### src/rtl/hex_display_sched_pkg.sv
// Shared types and the round-robin pick helper for hex_display_sched.
package hex_display_sched_pkg;

  localparam int unsigned MAX_REQ = 32;
  localparam int unsigned IDX_W   = 5;

  localparam logic [6:0] SEG_BLANK = 7'h7F;

  typedef enum logic {
    S_IDLE = 1'b0,
    S_SHOW = 1'b1
  } state_t;

  typedef struct packed {
    logic             found;
    logic [IDX_W-1:0] idx;
  } pick_t;

  // First requester at or after ptr (wrapping at nreq) with req and mask both set.
  function automatic pick_t rr_pick(input logic [MAX_REQ-1:0] req,
                                    input logic [MAX_REQ-1:0] mask,
                                    input int unsigned        nreq,
                                    input int unsigned        ptr);
    pick_t       r;
    int unsigned j;
    r = '0;
    for (int unsigned i = 0; i < MAX_REQ; i++) begin
      if (i < nreq && !r.found) begin
        j = ptr + i;
        if (j >= nreq) j = j - nreq;
        if (req[IDX_W'(j)] && mask[IDX_W'(j)]) begin
          r.found = 1'b1;
          r.idx   = IDX_W'(j);
        end
      end
    end
    return r;
  endfunction

endpackage

### src/rtl/hex_display_sched_hexdriver.sv
// One seven-segment digit decoder: 4-bit hex in, active-low segments {g,f,e,d,c,b,a} out.
module hex_display_sched_hexdriver
  import hex_display_sched_pkg::*;
(
  input  logic [3:0] i_nib,
  output logic [6:0] o_seg
);

  always_comb begin
    o_seg = SEG_BLANK;
    case (i_nib)
      4'h0: o_seg = 7'h40;
      4'h1: o_seg = 7'h79;
      4'h2: o_seg = 7'h24;
      4'h3: o_seg = 7'h30;
      4'h4: o_seg = 7'h19;
      4'h5: o_seg = 7'h12;
      4'h6: o_seg = 7'h02;
      4'h7: o_seg = 7'h78;
      4'h8: o_seg = 7'h00;
      4'h9: o_seg = 7'h10;
      4'hA: o_seg = 7'h08;
      4'hB: o_seg = 7'h03;
      4'hC: o_seg = 7'h46;
      4'hD: o_seg = 7'h21;
      4'hE: o_seg = 7'h06;
      4'hF: o_seg = 7'h0E;
      default: o_seg = SEG_BLANK;
    endcase
  end

endmodule

### src/rtl/hex_display_sched.sv
// Round-robin time-sharing of a seven-segment digit bank between NREQ requesters.
// Optional build macro HEX_LEAD_ZERO_BLANK_EN blanks leading zero digits while showing.
module hex_display_sched
  import hex_display_sched_pkg::*;
#(
  parameter int unsigned NREQ        = 4,
  parameter int unsigned DIGITS      = 4,
  parameter int unsigned HOLD_CYCLES = 50_000_000
) (
  input  logic                         clk,
  input  logic                         rst_n,
  input  logic [NREQ-1:0]              req,
  input  logic [NREQ*4*DIGITS-1:0]     data,
  output logic [NREQ-1:0]              grant,
  output logic [$clog2(NREQ)-1:0]      owner,
  output logic                         busy,
  output logic [DIGITS*7-1:0]          HEX
);

  localparam int unsigned OW    = $clog2(NREQ);
  localparam int unsigned DW    = 4 * DIGITS;
  localparam int unsigned CNT_W = $clog2(HOLD_CYCLES + 1);
  localparam logic [CNT_W-1:0] HOLD_LOAD = CNT_W'(HOLD_CYCLES - 1);

`ifdef HEX_LEAD_ZERO_BLANK_EN
  localparam bit LZ_EN = 1'b1;
`else
  localparam bit LZ_EN = 1'b0;
`endif

  state_t             r_state;
  logic [OW-1:0]      r_rr_ptr;
  logic [OW-1:0]      r_owner;
  logic [NREQ-1:0]    r_grant;
  logic               r_busy;
  logic [CNT_W-1:0]   r_hold;
  logic [DW-1:0]      r_disp;
  logic [DIGITS-1:0]  r_blank;

  logic [MAX_REQ-1:0] w_req_ext;
  pick_t              w_pick_any;
  pick_t              w_pick_oth;
  logic               w_owner_req;
  logic               w_do_grant;
  logic               w_go_idle;
  logic [OW-1:0]      w_gnt_idx;
  logic [DW-1:0]      w_gnt_data;
  logic [DW-1:0]      w_own_data;

  function automatic logic [DW-1:0] f_sel(input logic [NREQ*DW-1:0] d,
                                          input logic [OW-1:0]      idx);
    logic [DW-1:0] r;
    r = '0;
    for (int i = 0; i < int'(NREQ); i++) begin
      if (idx == OW'(i)) r = d[i*DW +: DW];
    end
    return r;
  endfunction

  // Digits above the most-significant nonzero nibble; digit 0 always shown.
  function automatic logic [DIGITS-1:0] f_blank(input logic [DW-1:0] v);
    logic [DIGITS-1:0] m;
    logic              seen;
    m    = '0;
    seen = 1'b0;
    for (int k = int'(DIGITS) - 1; k >= 1; k--) begin
      if (v[k*4 +: 4] != 4'h0) seen = 1'b1;
      m[k] = ~seen;
    end
    return LZ_EN ? m : '0;
  endfunction

  function automatic logic [OW-1:0] f_inc(input logic [OW-1:0] i);
    return (32'(i) == NREQ - 1) ? '0 : i + 1'b1;
  endfunction

  assign w_req_ext   = MAX_REQ'(req);
  assign w_pick_any  = rr_pick(w_req_ext, {MAX_REQ{1'b1}}, NREQ, 32'(r_rr_ptr));
  assign w_pick_oth  = rr_pick(w_req_ext, ~(MAX_REQ'(1) << r_owner), NREQ, 32'(r_rr_ptr));
  assign w_owner_req = req[r_owner];
  assign w_gnt_data  = f_sel(data, w_gnt_idx);
  assign w_own_data  = f_sel(data, r_owner);

  // Arbitration decision; an owner drop takes precedence over hold expiry.
  always_comb begin
    w_do_grant = 1'b0;
    w_go_idle  = 1'b0;
    w_gnt_idx  = '0;
    case (r_state)
      S_IDLE: begin
        w_do_grant = w_pick_any.found;
        w_gnt_idx  = OW'(w_pick_any.idx);
      end
      S_SHOW: begin
        w_gnt_idx = OW'(w_pick_oth.idx);
        if (!w_owner_req) begin
          w_do_grant = w_pick_oth.found;
          w_go_idle  = !w_pick_oth.found;
        end else begin
          w_do_grant = (r_hold == '0) && w_pick_oth.found;
        end
      end
      default: ;
    endcase
  end

  always_ff @(posedge clk or negedge rst_n) begin
    if (!rst_n) begin
      r_state  <= S_IDLE;
      r_rr_ptr <= '0;
      r_owner  <= '0;
      r_grant  <= '0;
      r_busy   <= 1'b0;
      r_hold   <= '0;
      r_disp   <= '0;
      r_blank  <= '1;
    end else if (w_do_grant) begin
      r_state  <= S_SHOW;
      r_owner  <= w_gnt_idx;
      r_grant  <= NREQ'(1) << w_gnt_idx;
      r_busy   <= 1'b1;
      r_hold   <= HOLD_LOAD;
      r_rr_ptr <= f_inc(w_gnt_idx);
      r_disp   <= w_gnt_data;
      r_blank  <= f_blank(w_gnt_data);
    end else begin
      case (r_state)
        S_IDLE: begin
          r_blank <= '1;
        end
        S_SHOW: begin
          if (w_go_idle) begin
            r_state <= S_IDLE;
            r_grant <= '0;
            r_busy  <= 1'b0;
            r_blank <= '1;
          end else begin
            r_disp  <= w_own_data;
            r_blank <= f_blank(w_own_data);
            if (r_hold != '0) r_hold <= r_hold - 1'b1;
          end
        end
        default: r_state <= S_IDLE;
      endcase
    end
  end

  assign grant = r_grant;
  assign owner = r_owner;
  assign busy  = r_busy;

  logic [6:0] w_seg [DIGITS];

  for (genvar k = 0; k < int'(DIGITS); k++) begin : g_dig
    hex_display_sched_hexdriver u_hexdriver (
      .i_nib (r_disp[k*4 +: 4]),
      .o_seg (w_seg[k])
    );
    assign HEX[k*7 +: 7] = r_blank[k] ? SEG_BLANK : w_seg[k];
  end

endmodule
### config.mk
export PLATFORM = sky130hd
export DESIGN_NAME = hex_display_sched
export DESIGN_NICKNAME = d
export VERILOG_FILES = /design/src/rtl/hex_display_sched_pkg.sv /design/src/rtl/hex_display_sched_hexdriver.sv /design/src/rtl/hex_display_sched.sv
export SDC_FILE = /design/constraint.sdc
export NUM_CORES = 1
export LEC_CHECK = 0
export ABC_AREA = 0
export ABC_CLOCK_PERIOD_IN_PS = 3900
export BUFFER_PORTS_ARGS = -buffer_cell sky130_fd_sc_hd__buf_2
export CAP_MARGIN = 10
export CELL_PAD_IN_SITES_DETAIL_PLACEMENT = 2
export CELL_PAD_IN_SITES_GLOBAL_PLACEMENT = 2
export CORE_ASPECT_RATIO = 2
export CORE_MARGIN = 2
export CORE_UTILIZATION = 31
export DETAILED_ROUTE_END_ITERATION = 6
export PLACE_DENSITY = 0.77
export SYNTH_ARGS = -nofsm -noshare
export SYNTH_HDL_FRONTEND = slang
export SYNTH_SLANG_ARGS = --single-unit
### constraint.sdc
create_clock -name clk -period 3.9 [get_ports clk]
set_input_delay 0.195 -clock clk [delete_from_list [all_inputs] [get_ports clk]]
set_output_delay 0.195 -clock clk [all_outputs]
set_load 0.03 [all_outputs]
==> results of run 1 <==
flip-flops by register name, indices dropped and copies added, names as in the netlist:
signal / count
r_disp: 16
r_blank: 1
grant: 4
r_hold: 26
owner: 2
busy: 1
r_rr_ptr: 2
r_state: 1
worst max-delay path, cell delays in order (launching register included):
cell	delay (ps)
dfrtp_1	400
buf_4	190
xnor2_4	300
nor2b_1	180
o311ai_1	320
a22oi_1	160
or3_1	420
and3_1	190
buf_4	140
ha_1	210
buf_4	200
a221oi_1	280
nor3_1	90
a21oi_1	140
nor3_1	60
a221o_1	290
area by class of cell:
type / count / area share [%]
Inverter: 26 / 1.51
Clock buffer: 6 / 2.00
Multi-Input combinational cell: 484 / 59.3
Sequential cell: 53 / 20.6
Clock inverter: 2 / 0.213
Tap cell: 210 / 4.07
Timing Repair Buffer: 136 / 12.3
cells in the mapped netlist, drive strengths merged, types with 19 or more instances:
| master | number | area [um2] |
|---|---|---|
| dfrtp | 52 | 1300 |
| nor2 | 38 | 148 |
| a21oi | 37 | 196 |
| nor3 | 37 | 185 |
| ha | 34 | 425 |
| clkbuf | 29 | 109 |
| nand2 | 29 | 116 |
| inv | 26 | 97.6 |
| nand3 | 25 | 125 |
| o21ai | 25 | 125 |
| nor2b | 22 | 138 |
| a221o | 21 | 210 |
| buf | 21 | 130 |
| mux4 | 21 | 473 |
| o31ai | 19 | 148 |
what timing repair did:
action                     4_1_cts  5_1_grt
buffers inserted                 0        0
pin swaps                        0        0
setup endpoints to repair       15       16
resized for setup                2       12
hold endpoints to repair        19        0
hold buffers                     1        0
cells by family after synthesis:
group,count (synthesis),synth area share (%)
AOI/OAI and AO/OA,180,25.1
xor gates and xnor gates,1,0.300
adders and majority gates,34,7.84
buffers and inverters,76,6.21
DFF,53,24.5
muxes,45,13.4
and+or+nand+nor,224,22.7
per-stage QoR:
| stage | hold slack (ps) | setup WS [ps] | util (%) | cell area [um2] |
|---|---|---|---|---|
| 3_3_place_gp | 178 | -9.17 | 36.2 | 6230 |
| 6_report | 344 | 197 | 37.5 | 6450 |
| 4_1_cts | 338 | 28.8 | 37.1 | 6380 |
| 3_5_place_dp | 188 | -193 | 36.2 | 6230 |
| 5_1_grt | 377 | -60.5 | 37.5 | 6450 |
| 2_1_floorplan | -101 | 110 | - | 5420 |
cell usage in the layout (no fill, tap or decap), types with 15 or more instances in the layout:
cell type and instances:
dfrtp_1 52, nand3_1 25, nor3_1 37, o31ai_1 18, a221o_1 21, nor2b_1 21
ha_1 33, nor2_1 35, inv_1 25, nor3b_1 17, a221oi_1 15, buf_2 104
a21oi_1 34, nand2_1 28, o21ai_0 23, buf_4 28, mux4_2 21
routing by layer:
metal | routed length (um) | part of all wire [%] | GRT usage [%]
met1 | 7450 | 35 | 22.0
met2 | 12600 | 59 | 46.9
met3 | 484 | 2.2 | 1.50
met4 | 1010 | 4.7 | 11.3
met5 | 0 | 0 | 0
path summary, 6_finish.rpt:
check	from	endpoint	slack [ps]	depth (start not counted)
max	r_rr_ptr[0]	r_disp[11]	200	15
min	data[54]	r_disp[6]	340	4
max reg2reg	r_rr_ptr[0]	r_disp[11]	200	15
min reg2reg	r_hold[6]	r_hold[6]	560	2
max in group asynchronous	rst_n	r_blank[2]	2630	3
min in group asynchronous	rst_n	r_hold[8]	370	2
==> impl_metrics.ini, run 1 <==
[timing]
setup_viol = 0
fin_skew_ps = 5.06
post-route-min-period_ps = 3700
post-route-period-util_pct = 94.9
hold_viol_final = 0
slew_headroom_pct = 41.6
tightest_slew_ps = 875
slew_viol_final = 0
fmax_ghz = 0.270
tns_ps = 0

[drt]
vias_per_cell = 6.10
antenna_left = 0
drtIter0Drc = 182
drcViolationCount = 0
drtPass1Iterations = 4
dr_total_vias = 5592
routedWlPerCell_um = 23.5
wl_um = 21600

[clocking]
cts_made_buffers = 5
cts.sinks = 53
tritoncts = built
htree_levels = 2
cts_root_buf = clkbuf_16
clk_pin_slew_worst_paths_ps = 70
clock_latency_ps = 310
clock_tree.buffer_depth = 2

[placement]
dp_hpwl_um = 17000
dpl.cell_count = 908
numPortBuffers = 104
finalWeightedCongestion = 0.863

[floorplan]
design.die.area_um2 = 18600
coreArea_um2 = 17200
fp.dieW_um = 97.5
initial_utilization_pct = 31.6
die_y_um = 191
rows = 68
io_pins = 105

[yosys]
ys.warnings.count = 0
synth_edf_count = 0
yosysSeqAreaShare_pct = 24.5
avgSynthCellArea_um2 = 8.85
syn_area_um2 = 5420
synthFlopType = dfrtp_1
ys_seq_elements = 53
synthDistinctLibCells = 71
async_flop_share_pct = 100
synth_cells = 613
syn_nets = 717

[grt]
grt_pass1_vias = 6310
grt_max_degree = 38
grt_overflow = 0
grt_pass1_wl_um = 34000
grtUsageTotal_pct = 22.7
antenna_found_initial = 0

[cells_and_area]
synthToLayoutAreaGrowth_pct = 19.0
fin_nets = 810
diodes = 0
fillers = 1971
stdcell_count = 917
regArea_um2 = 1330
layout-drive-gt1-share_pct = 28.6
multi_input_area_um2 = 3830

[outcome]
outcome = completed

[critical_path]
startpoint_type = flip-flop
required_ps = 4090
endpoint_kind = flip-flop
worstPathArrival_ps = 3890
crit_fanout = 17
crit_type = reg -> reg

[run]
cap_viol_max_count = 0

[min_path]
min_path_type = in -> reg
Power of run 1 is not shown: default switching activity piles up to over one toggle a cycle in this logic, so the estimate is an artifact.
==> inputs of run 2 (changes only) <==
--- a/config.mk
+++ b/config.mk
@@ -11,7 +11,7 @@
 export CAP_MARGIN = 10
 export CELL_PAD_IN_SITES_DETAIL_PLACEMENT = 2
 export CELL_PAD_IN_SITES_GLOBAL_PLACEMENT = 2
-export CORE_ASPECT_RATIO = 2
+export CORE_ASPECT_RATIO = 1.5
 export CORE_MARGIN = 2
 export CORE_UTILIZATION = 31
 export DETAILED_ROUTE_END_ITERATION = 6
==> constraint.sdc (replaced) <==
create_clock -name clk -period 3.9 [get_ports clk]
set_input_delay 0.78 -clock clk [delete_from_list [all_inputs] [get_ports clk]]
set_output_delay 0.78 -clock clk [all_outputs]
set_load 0.03 [all_outputs]
==> run 2 against run 1 <==
Against the previous run:
- global-route usage shrank 0.14 points
- core utilization grew 0.30 points
- routed wire length fell by 1.4%
- hold slack better by 190 ps
- critical path type unchanged
- via count is 2.7% higher
- flip-flop and latch count stayed put
- non-clock buffer count grew 16
- clock-buffer cell count stayed put
- die area is 0.22% lower
==> impl_metrics.ini, run 2 (same netlist as run 1, synthesis figures left out) <==
[critical_path]
crit_path_max_incr_delay_ps = 420
endpoint_kind = flip-flop
r2r_slack_ps = 220
crit_chain = inv_1, ha_1, inv_1, nand3_1, a22oi_1, a22oi_1, or3_1, and3_1, ha_1, nor2b_4, a221oi_1, nor3_1, a21oi_1, nor3_1, a221o_1
path_buf_inv = 2
cp_slowest_cell = dfrtp_1
cp-startpoint = r_rr_ptr[0]
crit_fanout = 15
required_ps = 4080
cpLargestDelayFamily = simple AND/OR/NAND/NOR gates
startpoint_type = flip-flop
worstPathArrival_ps = 3860
r2r-start = r_rr_ptr[0]
crit_type = reg -> reg

[run]
cap_viol_max_count = 0

[floorplan]
io_pins = 105
coreArea_um2 = 17300
design.die.area_um2 = 18600
fp.dieW_um = 112
rows = 59
initial_utilization_pct = 31.4
die_y_um = 166

[cells_and_area]
multi_input_area_um2 = 3780
regArea_um2 = 1330
fin_nets = 826
synthToLayoutAreaGrowth_pct = 20.5
diodes = 0
fillers = 1963
most-common-layout-cells = buf_2, dfrtp_1, buf_4
regMostFlops = r_hold
layout-drive-gt1-share_pct = 29.9
final_common_cell = buf_2
largest_reg_flops = 26

[drt]
drtPass1Iterations = 5
routedWlPerCell_um = 22.7
drtIter0Drc = 228
antenna_left = 0
dr_total_vias = 5743
drcViolationCount = 0
vias_per_cell = 6.14
wl_um = 21300

[timing]
fin_skew_ps = 12.7
tightest_slew_ps = 804
slew_viol_final = 0
setup_ws_ps = 218
tns_ps = 0
slew_headroom_pct = 46.1
grt_setup_unrepaired = true
post-route-min-period_ps = 3680
hold_viol_final = 0
fmax_ghz = 0.272
post-route-period-util_pct = 94.4
setup_viol = 0

[clocking]
htree_levels = 2
clock_latency_ps = 310
clock_tree.buffer_depth = 2
cts_made_buffers = 5
cts.sinks = 53
clk_pin_slew_worst_paths_ps = 80
cts_root_buf = clkbuf_16
postCtsSetupBuffers = 0
holdBufCountCts = 0
tritoncts = built

[grt]
grt_pass1_vias = 6362
grt_max_degree = 48
antenna_found_initial = 0
grt_overflow = 0
grtUsageTotal_pct = 22.6
grt_pass1_wl_um = 34300

[outcome]
outcome = completed

[placement]
pre_cts_ws_ps = -537
numPortBuffers = 104
dp_hpwl_um = 16300
finalWeightedCongestion = 0.891

[min_path]
min_path_type = in -> async
[run 2: stage by stage]
stage / utilization (%) / instances / instance area, um2 / hold slack [ps]
3_3_place_gp: 36.8 / 928 / 6360 / 517
5_1_grt: 37.8 / 936 / 6540 / 599
3_5_place_dp: 36.8 / 928 / 6360 / 543
6_report: 37.8 / 936 / 6540 / 538
2_1_floorplan: - / 613 / 5420 / 484
4_1_cts: 37.7 / 936 / 6520 / 565
[run 2: repair_timing]
item	in CTS	in global routing
gates resized for setup	1	5
pin swaps	0	0
endpoints found under the setup margin	15	16
[run 2: routing by layer]
metal,up-vias,global-route usage [%],wire (um)
li1,2586,-,-
met1,2963,24.8,7800
met2,153,44.6,12100
met3,41,2.37,820
met4,0,7.05,561
met5,-,0,0
[run 2: cell type report]
type | count | share of cell area [%]
timing repair buffer | 152 | 13.9
tap | 213 | 4.08
clock inverter | 2 | 0.268
clock buffer | 6 | 2.13
sequential | 53 | 20.3
multi-input combinational | 484 | 57.9
inverter | 26 | 1.49
[run 2: worst paths after layout]
kind | endpoint | depth (start not counted)
max in group asynchronous | r_disp[2] | 2
worst max-delay path | r_disp[15] | 15
worst max register to register | r_disp[15] | 15
worst min register to register | grant[2] | 2
worst min-delay path | r_hold[1] | 1
min in group clk | grant[2] | 2
[run 2: worst register-to-register path: stages (launching register included)]
cell and delay (ps):
dfrtp_1 420, inv_1 80, ha_1 370, inv_1 150, nand3_1 170, a22oi_1 290
a22oi_1 100, or3_1 420, and3_1 190, ha_1 220, nor2b_4 200, a221oi_1 330
nor3_1 110, a21oi_1 160, nor3_1 70, a221o_1 270
Power of run 2 is left out for the same reason.
